## config.mk

```make
export PLATFORM = sky130hd
export DESIGN_NAME = wb_ctrl_flat
export DESIGN_NICKNAME = d
export VERILOG_FILES = /design/src/rtl/wb_ctrl_pkg.sv /design/src/rtl/wb_ctrl_if.sv /design/src/rtl/wb_ctrl_load_timer.sv /design/src/rtl/wb_ctrl.sv /design/src/flat_wrapper.sv
export SDC_FILE = /design/constraint.sdc
export NUM_CORES = 1
export LEC_CHECK = 0
export BUFFER_PORTS_ARGS = -buffer_cell sky130_fd_sc_hd__buf_2
export CAP_MARGIN = 10
export CORE_MARGIN = 5
export CORE_UTILIZATION = 53
export DETAILED_ROUTE_END_ITERATION = 10
export GPL_ROUTABILITY_DRIVEN = 0
export PLACE_DENSITY = 0.79
export RECOVER_POWER = 100
export SYNTH_ARGS = -nofsm -noshare
export SYNTH_HDL_FRONTEND = slang
export SYNTH_HIERARCHICAL = 1
export SYNTH_SLANG_ARGS = --single-unit
```

## constraint.sdc

```tcl
create_clock -name clk -period 2.5 [get_ports clk]
set_input_delay 0.375 -clock clk [delete_from_list [all_inputs] [get_ports clk]]
set_output_delay 0.375 -clock clk [all_outputs]
set_load 0.005 [all_outputs]
```

## src/rtl/wb_ctrl_pkg.sv

```systemverilog
// Shared writeback-stage constants: mux select codes and controller state encoding.
package klp32_wb_pkg;

    localparam logic [1:0] WB_MEM  = 2'd0;
    localparam logic [1:0] WB_ALU  = 2'd1;
    localparam logic [1:0] WB_PC   = 2'd2;
    localparam logic [1:0] WB_RSVD = 2'd3;

    typedef enum logic {
        IDLE     = 1'b0,
        WAIT_MEM = 1'b1
    } wb_state_e;

    // Load timer width; a 1-bit counter still covers the smallest legal timeout.
    function automatic int unsigned timer_width(input int unsigned timeout);
        return (timeout < 2) ? 1 : $clog2(timeout);
    endfunction

endpackage

```

## src/rtl/wb_ctrl_if.sv

```systemverilog
// Retire handshake, memory response and register-file write port of the writeback stage.
interface wb_ctrl_if #(
    parameter int unsigned RET_W = 32
) ();
    logic             instr_valid;
    logic             instr_ready;
    logic [4:0]       instr_rd;
    logic [1:0]       instr_wb_sel;
    logic             instr_reg_write;
    logic             mem_rsp_valid;
    logic [1:0]       wb_select;
    logic             rf_we;
    logic [4:0]       rf_waddr;
    logic             load_fault;
    logic             illegal_sel;
    logic             spurious_rsp;
    logic [RET_W-1:0] instret;

    modport master (
        output instr_valid, instr_rd, instr_wb_sel, instr_reg_write, mem_rsp_valid,
        input  instr_ready, wb_select, rf_we, rf_waddr, load_fault, illegal_sel,
        input  spurious_rsp, instret
    );

    modport slave (
        input  instr_valid, instr_rd, instr_wb_sel, instr_reg_write, mem_rsp_valid,
        output instr_ready, wb_select, rf_we, rf_waddr, load_fault, illegal_sel,
        output spurious_rsp, instret
    );
endinterface

```

## src/rtl/wb_ctrl_load_timer.sv

```systemverilog
// Clearable up-counter timing a pending load; o_tc flags the last cycle before timeout.
module wb_load_timer
    import klp32_wb_pkg::*;
#(
    parameter int unsigned TIMEOUT = 16
) (
    input  logic clk,
    input  logic rst_n,
    input  logic i_clr,
    input  logic i_en,
    output logic o_tc
);
    localparam int unsigned W = timer_width(TIMEOUT);

    logic [W-1:0] r_cnt;

    // Count while waiting; clear wins so a newly accepted load starts at zero.
    always_ff @(posedge clk or negedge rst_n) begin
        if (!rst_n) begin
            r_cnt <= '0;
        end else if (i_clr) begin
            r_cnt <= '0;
        end else if (i_en) begin
            r_cnt <= r_cnt + W'(1);
        end
    end

    // Terminal count is TIMEOUT-1, i.e. the TIMEOUT-th cycle spent waiting.
    assign o_tc = (r_cnt == W'(TIMEOUT - 1));

endmodule

```

## src/rtl/wb_ctrl.sv

```systemverilog
// Writeback controller: retires instructions, waits for load data, drives the RF write port.
module wb_ctrl
    import klp32_wb_pkg::*;
#(
    parameter int unsigned TIMEOUT = 16,
    parameter int unsigned RET_W   = 32
) (
    input logic      clk,
    input logic      rst_n,
    wb_ctrl_if.slave bus
);
    wb_state_e        r_state, w_state_d;
    logic [4:0]       r_rd, w_rd_d;
    logic             r_rw, w_rw_d;
    logic [1:0]       r_wb_select, w_wb_select_d;
    logic             r_rf_we, w_rf_we_d;
    logic [4:0]       r_rf_waddr, w_rf_waddr_d;
    logic             r_load_fault, w_load_fault_d;
    logic             r_illegal_sel, w_illegal_sel_d;
    logic             r_spurious, w_spurious_d;
    logic [RET_W-1:0] r_instret, w_instret_d;
    logic             w_timer_clr;
    logic             w_timer_tc;
    logic             w_in_wait;

    assign w_in_wait = (r_state == WAIT_MEM);

    wb_load_timer #(
        .TIMEOUT (TIMEOUT)
    ) u_timer (
        .clk   (clk),
        .rst_n (rst_n),
        .i_clr (w_timer_clr),
        .i_en  (w_in_wait),
        .o_tc  (w_timer_tc)
    );

    // Next-state and registered-output decode; select/address only move on a real write.
    always_comb begin
        w_state_d       = r_state;
        w_rd_d          = r_rd;
        w_rw_d          = r_rw;
        w_wb_select_d   = r_wb_select;
        w_rf_we_d       = 1'b0;
        w_rf_waddr_d    = r_rf_waddr;
        w_load_fault_d  = 1'b0;
        w_illegal_sel_d = 1'b0;
        w_instret_d     = r_instret;
        w_timer_clr     = 1'b0;
        // A response is only meaningful while a load is pending.
        w_spurious_d    = r_spurious | (bus.mem_rsp_valid & ~w_in_wait);

        unique case (r_state)
            IDLE: begin
                if (bus.instr_valid) begin
                    unique case (bus.instr_wb_sel)
                        WB_MEM: begin
                            w_rd_d      = bus.instr_rd;
                            w_rw_d      = bus.instr_reg_write;
                            w_timer_clr = 1'b1;
                            w_state_d   = WAIT_MEM;
                        end
                        WB_ALU, WB_PC: begin
                            w_instret_d = r_instret + RET_W'(1);
                            if (bus.instr_reg_write && (bus.instr_rd != 5'd0)) begin
                                w_rf_we_d     = 1'b1;
                                w_wb_select_d = bus.instr_wb_sel;
                                w_rf_waddr_d  = bus.instr_rd;
                            end
                        end
                        WB_RSVD: begin
                            w_illegal_sel_d = 1'b1;
                        end
                    endcase
                end
            end
            WAIT_MEM: begin
                // Response is checked first so it wins over the terminal timer cycle.
                if (bus.mem_rsp_valid) begin
                    w_instret_d = r_instret + RET_W'(1);
                    w_state_d   = IDLE;
                    if (r_rw && (r_rd != 5'd0)) begin
                        w_rf_we_d     = 1'b1;
                        w_wb_select_d = WB_MEM;
                        w_rf_waddr_d  = r_rd;
                    end
                end else if (w_timer_tc) begin
                    w_load_fault_d = 1'b1;
                    w_state_d      = IDLE;
                end
            end
        endcase
    end

    // State and output registers; reset drops any pending load without side effects.
    always_ff @(posedge clk or negedge rst_n) begin
        if (!rst_n) begin
            r_state       <= IDLE;
            r_rd          <= 5'd0;
            r_rw          <= 1'b0;
            r_wb_select   <= WB_MEM;
            r_rf_we       <= 1'b0;
            r_rf_waddr    <= 5'd0;
            r_load_fault  <= 1'b0;
            r_illegal_sel <= 1'b0;
            r_spurious    <= 1'b0;
            r_instret     <= '0;
        end else begin
            r_state       <= w_state_d;
            r_rd          <= w_rd_d;
            r_rw          <= w_rw_d;
            r_wb_select   <= w_wb_select_d;
            r_rf_we       <= w_rf_we_d;
            r_rf_waddr    <= w_rf_waddr_d;
            r_load_fault  <= w_load_fault_d;
            r_illegal_sel <= w_illegal_sel_d;
            r_spurious    <= w_spurious_d;
            r_instret     <= w_instret_d;
        end
    end

    assign bus.instr_ready  = (r_state == IDLE);
    assign bus.wb_select    = r_wb_select;
    assign bus.rf_we        = r_rf_we;
    assign bus.rf_waddr     = r_rf_waddr;
    assign bus.load_fault   = r_load_fault;
    assign bus.illegal_sel  = r_illegal_sel;
    assign bus.spurious_rsp = r_spurious;
    assign bus.instret      = r_instret;

endmodule

```

## src/flat_wrapper.sv

```systemverilog
// flat-port wrapper written by rule: the top's interface ports become plain ports
module wb_ctrl_flat import klp32_wb_pkg::*;
#(
    parameter int unsigned TIMEOUT = 16,
    parameter int unsigned RET_W   = 32
)
  (clk, rst_n, bus_instr_valid, bus_instr_rd, bus_instr_wb_sel, bus_instr_reg_write, bus_mem_rsp_valid, bus_instr_ready, bus_wb_select, bus_rf_we, bus_rf_waddr, bus_load_fault, bus_illegal_sel, bus_spurious_rsp, bus_instret);
  wb_ctrl_if #(.RET_W(RET_W)) bus_i ();
  input logic clk;
  input logic rst_n;
  input wire logic [$bits(bus_i.instr_valid)-1:0] bus_instr_valid;
  input wire logic [$bits(bus_i.instr_rd)-1:0] bus_instr_rd;
  input wire logic [$bits(bus_i.instr_wb_sel)-1:0] bus_instr_wb_sel;
  input wire logic [$bits(bus_i.instr_reg_write)-1:0] bus_instr_reg_write;
  input wire logic [$bits(bus_i.mem_rsp_valid)-1:0] bus_mem_rsp_valid;
  output wire logic [$bits(bus_i.instr_ready)-1:0] bus_instr_ready;
  output wire logic [$bits(bus_i.wb_select)-1:0] bus_wb_select;
  output wire logic [$bits(bus_i.rf_we)-1:0] bus_rf_we;
  output wire logic [$bits(bus_i.rf_waddr)-1:0] bus_rf_waddr;
  output wire logic [$bits(bus_i.load_fault)-1:0] bus_load_fault;
  output wire logic [$bits(bus_i.illegal_sel)-1:0] bus_illegal_sel;
  output wire logic [$bits(bus_i.spurious_rsp)-1:0] bus_spurious_rsp;
  output wire logic [$bits(bus_i.instret)-1:0] bus_instret;
  assign bus_i.instr_valid = bus_instr_valid;
  assign bus_i.instr_rd = bus_instr_rd;
  assign bus_i.instr_wb_sel = bus_instr_wb_sel;
  assign bus_i.instr_reg_write = bus_instr_reg_write;
  assign bus_i.mem_rsp_valid = bus_mem_rsp_valid;
  assign bus_instr_ready = bus_i.instr_ready;
  assign bus_wb_select = bus_i.wb_select;
  assign bus_rf_we = bus_i.rf_we;
  assign bus_rf_waddr = bus_i.rf_waddr;
  assign bus_load_fault = bus_i.load_fault;
  assign bus_illegal_sel = bus_i.illegal_sel;
  assign bus_spurious_rsp = bus_i.spurious_rsp;
  assign bus_instret = bus_i.instret;
  wb_ctrl #(.TIMEOUT(TIMEOUT), .RET_W(RET_W)) u_core (.clk(clk), .rst_n(rst_n), .bus(bus_i));
endmodule
```

==> summary.md <==
| Metric | Value |
|---|---|
| Count of pins over their slew limit | 0 |
| Pwr Total | just under 0.002 W |
| Peak supply drop | 437 uV |
| DR pass1 iterations | 4 |
| Vias/cell | ~5.5 |
| Core Box Area | between 4000 and 5000 um^2 |
| Worst Clk Skew | slightly below 0.009 ns |
| Final Setup Violations | 0 |
| Largest fanout on the critical path | 14 |
| Crit path time final | 2.00 ns |
| Antenna cells | 0 |
| Vias in the first global route | approximately 1800 |
| Drc violations | 0 |
| RSZ-0062 raised after global routing | false |
| CTS resizes | 0 |
| Worst Hold Class | input port to register |
| WL final | a little under 5000 um |
| Total Nets Final | around 290 |
| Pwr Density | about 700 nW/um^2 |
| Commonest non-fill, non-tap cell in the layout | dfrtp_1 |
| Fmax | ~500 MHz |
| Via count | 1771 |
| MaxCap Viol Count | 0 |
| H-tree depth | 2 |
| Syn nets | roughly 230 |
| Leak Pwr | approximately 1.4 nW |
| Latest clock arrival within the worst-skew pair | roughly 0.30 ns |
| Largest net degree at the start of global routing | between 50 and 60 |
| Fin crit share | between 70% and 80% |
| Initial core utilization | between 50% and 60% |
| Die height | ~78 um |
| Count of input and output buffers | 55 |
| CTS Hold Bufs | 0 |
| Sink Count | between 50 and 60 |
| Final Hold Fails | 0 |
| DP Wirelength | ~3600 um |
| Seq/Total Area, Yosys | 54.8% |
| Cell Area, Synth | between 2000 and 2500 um^2 |
| Area of the die | ~6100 um^2 |
| CTS Buf Count | 5 |
| Fin Setup TNS | 0 ns |
| First-pass GRT wire length | around 8500 um |
| Slew HR | a little over an eighth |
| Crit path DAT | 1.62 ns |
| Proportion of layout cells with a drive suffix above 1 | 21.3% |
| Critical path class | register to output pin |
| CTS clk-pin slew, worst paths | roughly 0.090 ns |
| GRT Total Usage | between 10% and 20% |
| Initial antenna violation count | 0 |
| Post-route ant nets | 0 |
| Clk buf depth | 2 |
| Aggregate global routing overflow | 0 |
| Commonest non-fill, non-tap cells in the layout | dfrtp_1, buf_2, xnor2_1 |
| Register bit total from synthesis | 54 |
| Status | complete, no violations |
| Routed len/inst | ~15 um |
| Avg Inst Size Synth | ~12 um^2 |
| YS warnings | 6 |
| Die width | between 70 and 80 um |
| Number of buffers added for setup after CTS | 0 |
| P&R area growth vs syn | 14.8% |
| Hold slack final | roughly 0.32 ns |
| DRT iter0 DRCs | about 130 |
| Ports | 56 |
| Synth Instances | approximately 210 |
| FP Rows | 24 |
| CP Data Required Time | 2.12 ns |
| Critical path endpoint category | output pin |
| Unique masters post-synth | 37 |
| Root buf cell | clkbuf_8 |
| CTS tree | yes |
| Worst slew pin tran | 1.30 ns |
| Startpoint Class | register |
[critical path: stages, from the launching register on]
cell and delay [ns]:
dfrtp_1 0.41, clkbuf_1 0.62, inv_1 0.13, buf_2 0.16
[power breakdown]
group | switching [W] | internal [W] | total [W] | leakage, nW
logic | 0.000183 | 0.000183 | 0.000366 | 0.633
registers | 0.000123 | 0.00101 | 0.00113 | 0.699
clock network | 0.000260 | 0.000214 | 0.000474 | 0.0431
total | 0.000566 | 0.00140 | 0.00197 | 1.38
[stage by stage]
stage | cell area (um^2) | setup slack [ns] | util (%) | std cells
floorplan | 2470 | 0.685 | - | 211
global placement | 2810 | 0.493 | 63.3 | 318
detailed placement | 2810 | 0.427 | 63.3 | 318
CTS | 2890 | 0.647 | 65.1 | 324
global route | 2830 | 0.301 | 63.7 | 324
finish | 2830 | 0.501 | 63.7 | 324
[Yosys cell counts (all sizes together)]
cell type | n | area share (%)
dfrtp | 54 | 55
xnor2 | 23 | 8.2
nor2 | 17 | 2.6
nand2 | 16 | 2.4
nand3 | 14 | 2.8
xor2 | 9 | 3.2
inv | 7 | 1.1
mux2 | 7 | 3.3
a21oi | 6 | 1.2
mux2i | 6 | 2.4
nand4 | 6 | 1.5
and3 | 5 | 1.3
and2 | 4 | 1.0
and4 | 4 | 1.6
ha | 4 | 2.0
nor3 | 4 | 1.0
buf | 2 | 0.41
nand3b | 2 | 0.61
nor2b | 2 | 0.51
nor4 | 2 | 1.7
o2111ai | 2 | 1.7
o211ai | 2 | 0.81
o21ai | 2 | 0.41
o31ai | 2 | 0.61
or2 | 2 | 0.51
or4 | 2 | 0.61
a21bo | 1 | 0.41
a21o | 1 | 0.30
and3b | 1 | 0.41
nand2b | 1 | 0.25
or3 | 1 | 0.25
[routing by layer]
layer	vias up	global-route usage [%]	part of all wire, %
met5	-	0	0
met4	0	5.24	0.75
met3	2	4.58	4.5
met2	40	29.7	50
met1	879	22.1	45
li1	850	-	-
[cell type report]
type / count / area [um^2]
Inverter: 7 / 26.3
Tap cell: 52 / 65.1
Timing Repair Buffer: 57 / 262
Multi-Input combinational cell: 148 / 1040
Clock buffer: 6 / 82.6
Sequential cell: 54 / 1350
Fill cell: 364 / 1610
[flip-flops by register name, indices dropped and copies added (netlist names)]
name,flops
u_core/bus.illegal_sel,1
u_core/bus.instret,32
u_core/bus.load_fault,1
u_core/bus.rf_waddr,5
u_core/bus.rf_we,1
u_core/bus.spurious_rsp,1
u_core/bus.wb_select,2
u_core/r_rd,5
u_core/r_rw,1
u_core/r_state,1
u_core/u_timer/r_cnt,4
[logic make-up (layout without fill, tap and decap cells)]
family / Yosys count / in the layout / share of synthesized area, %
xor+xnor: 32 / 32 / 11.4
mux: 13 / 13 / 5.78
flops: 54 / 54 / 54.8
buf+inv: 9 / 70 / 1.47
simple gates: 83 / 83 / 19.1
compound gates: 16 / 16 / 5.43
fa+ha+maj: 4 / 4 / 2.03
[final timing paths]
| kind | startpoint | slack [ns] | depth (start not counted) | end |
|---|---|---|---|---|
| worst max register to register | u_core/r_state$_DFF_PN0_ | 0.52 | 4 | u_core/r_rd[4]$_DFFE_PN0P_ |
| worst min-delay path | bus_mem_rsp_valid | 0.32 | 2 | u_core/bus.spurious_rsp$_DFF_PN0_ |
| worst min register to register | u_core/bus.spurious_rsp$_DFF_PN0_ | 0.45 | 1 | u_core/bus.spurious_rsp$_DFF_PN0_ |
| worst max-delay path | u_core/r_state$_DFF_PN0_ | 0.50 | 3 | bus_instr_ready |
| min in group asynchronous | rst_n | 0.44 | 2 | u_core/bus.spurious_rsp$_DFF_PN0_ |
| max in group asynchronous | rst_n | 1.28 | 2 | u_core/bus.instret[16]$_DFFE_PN0P_ |
(Power assumes the default switching activity.)
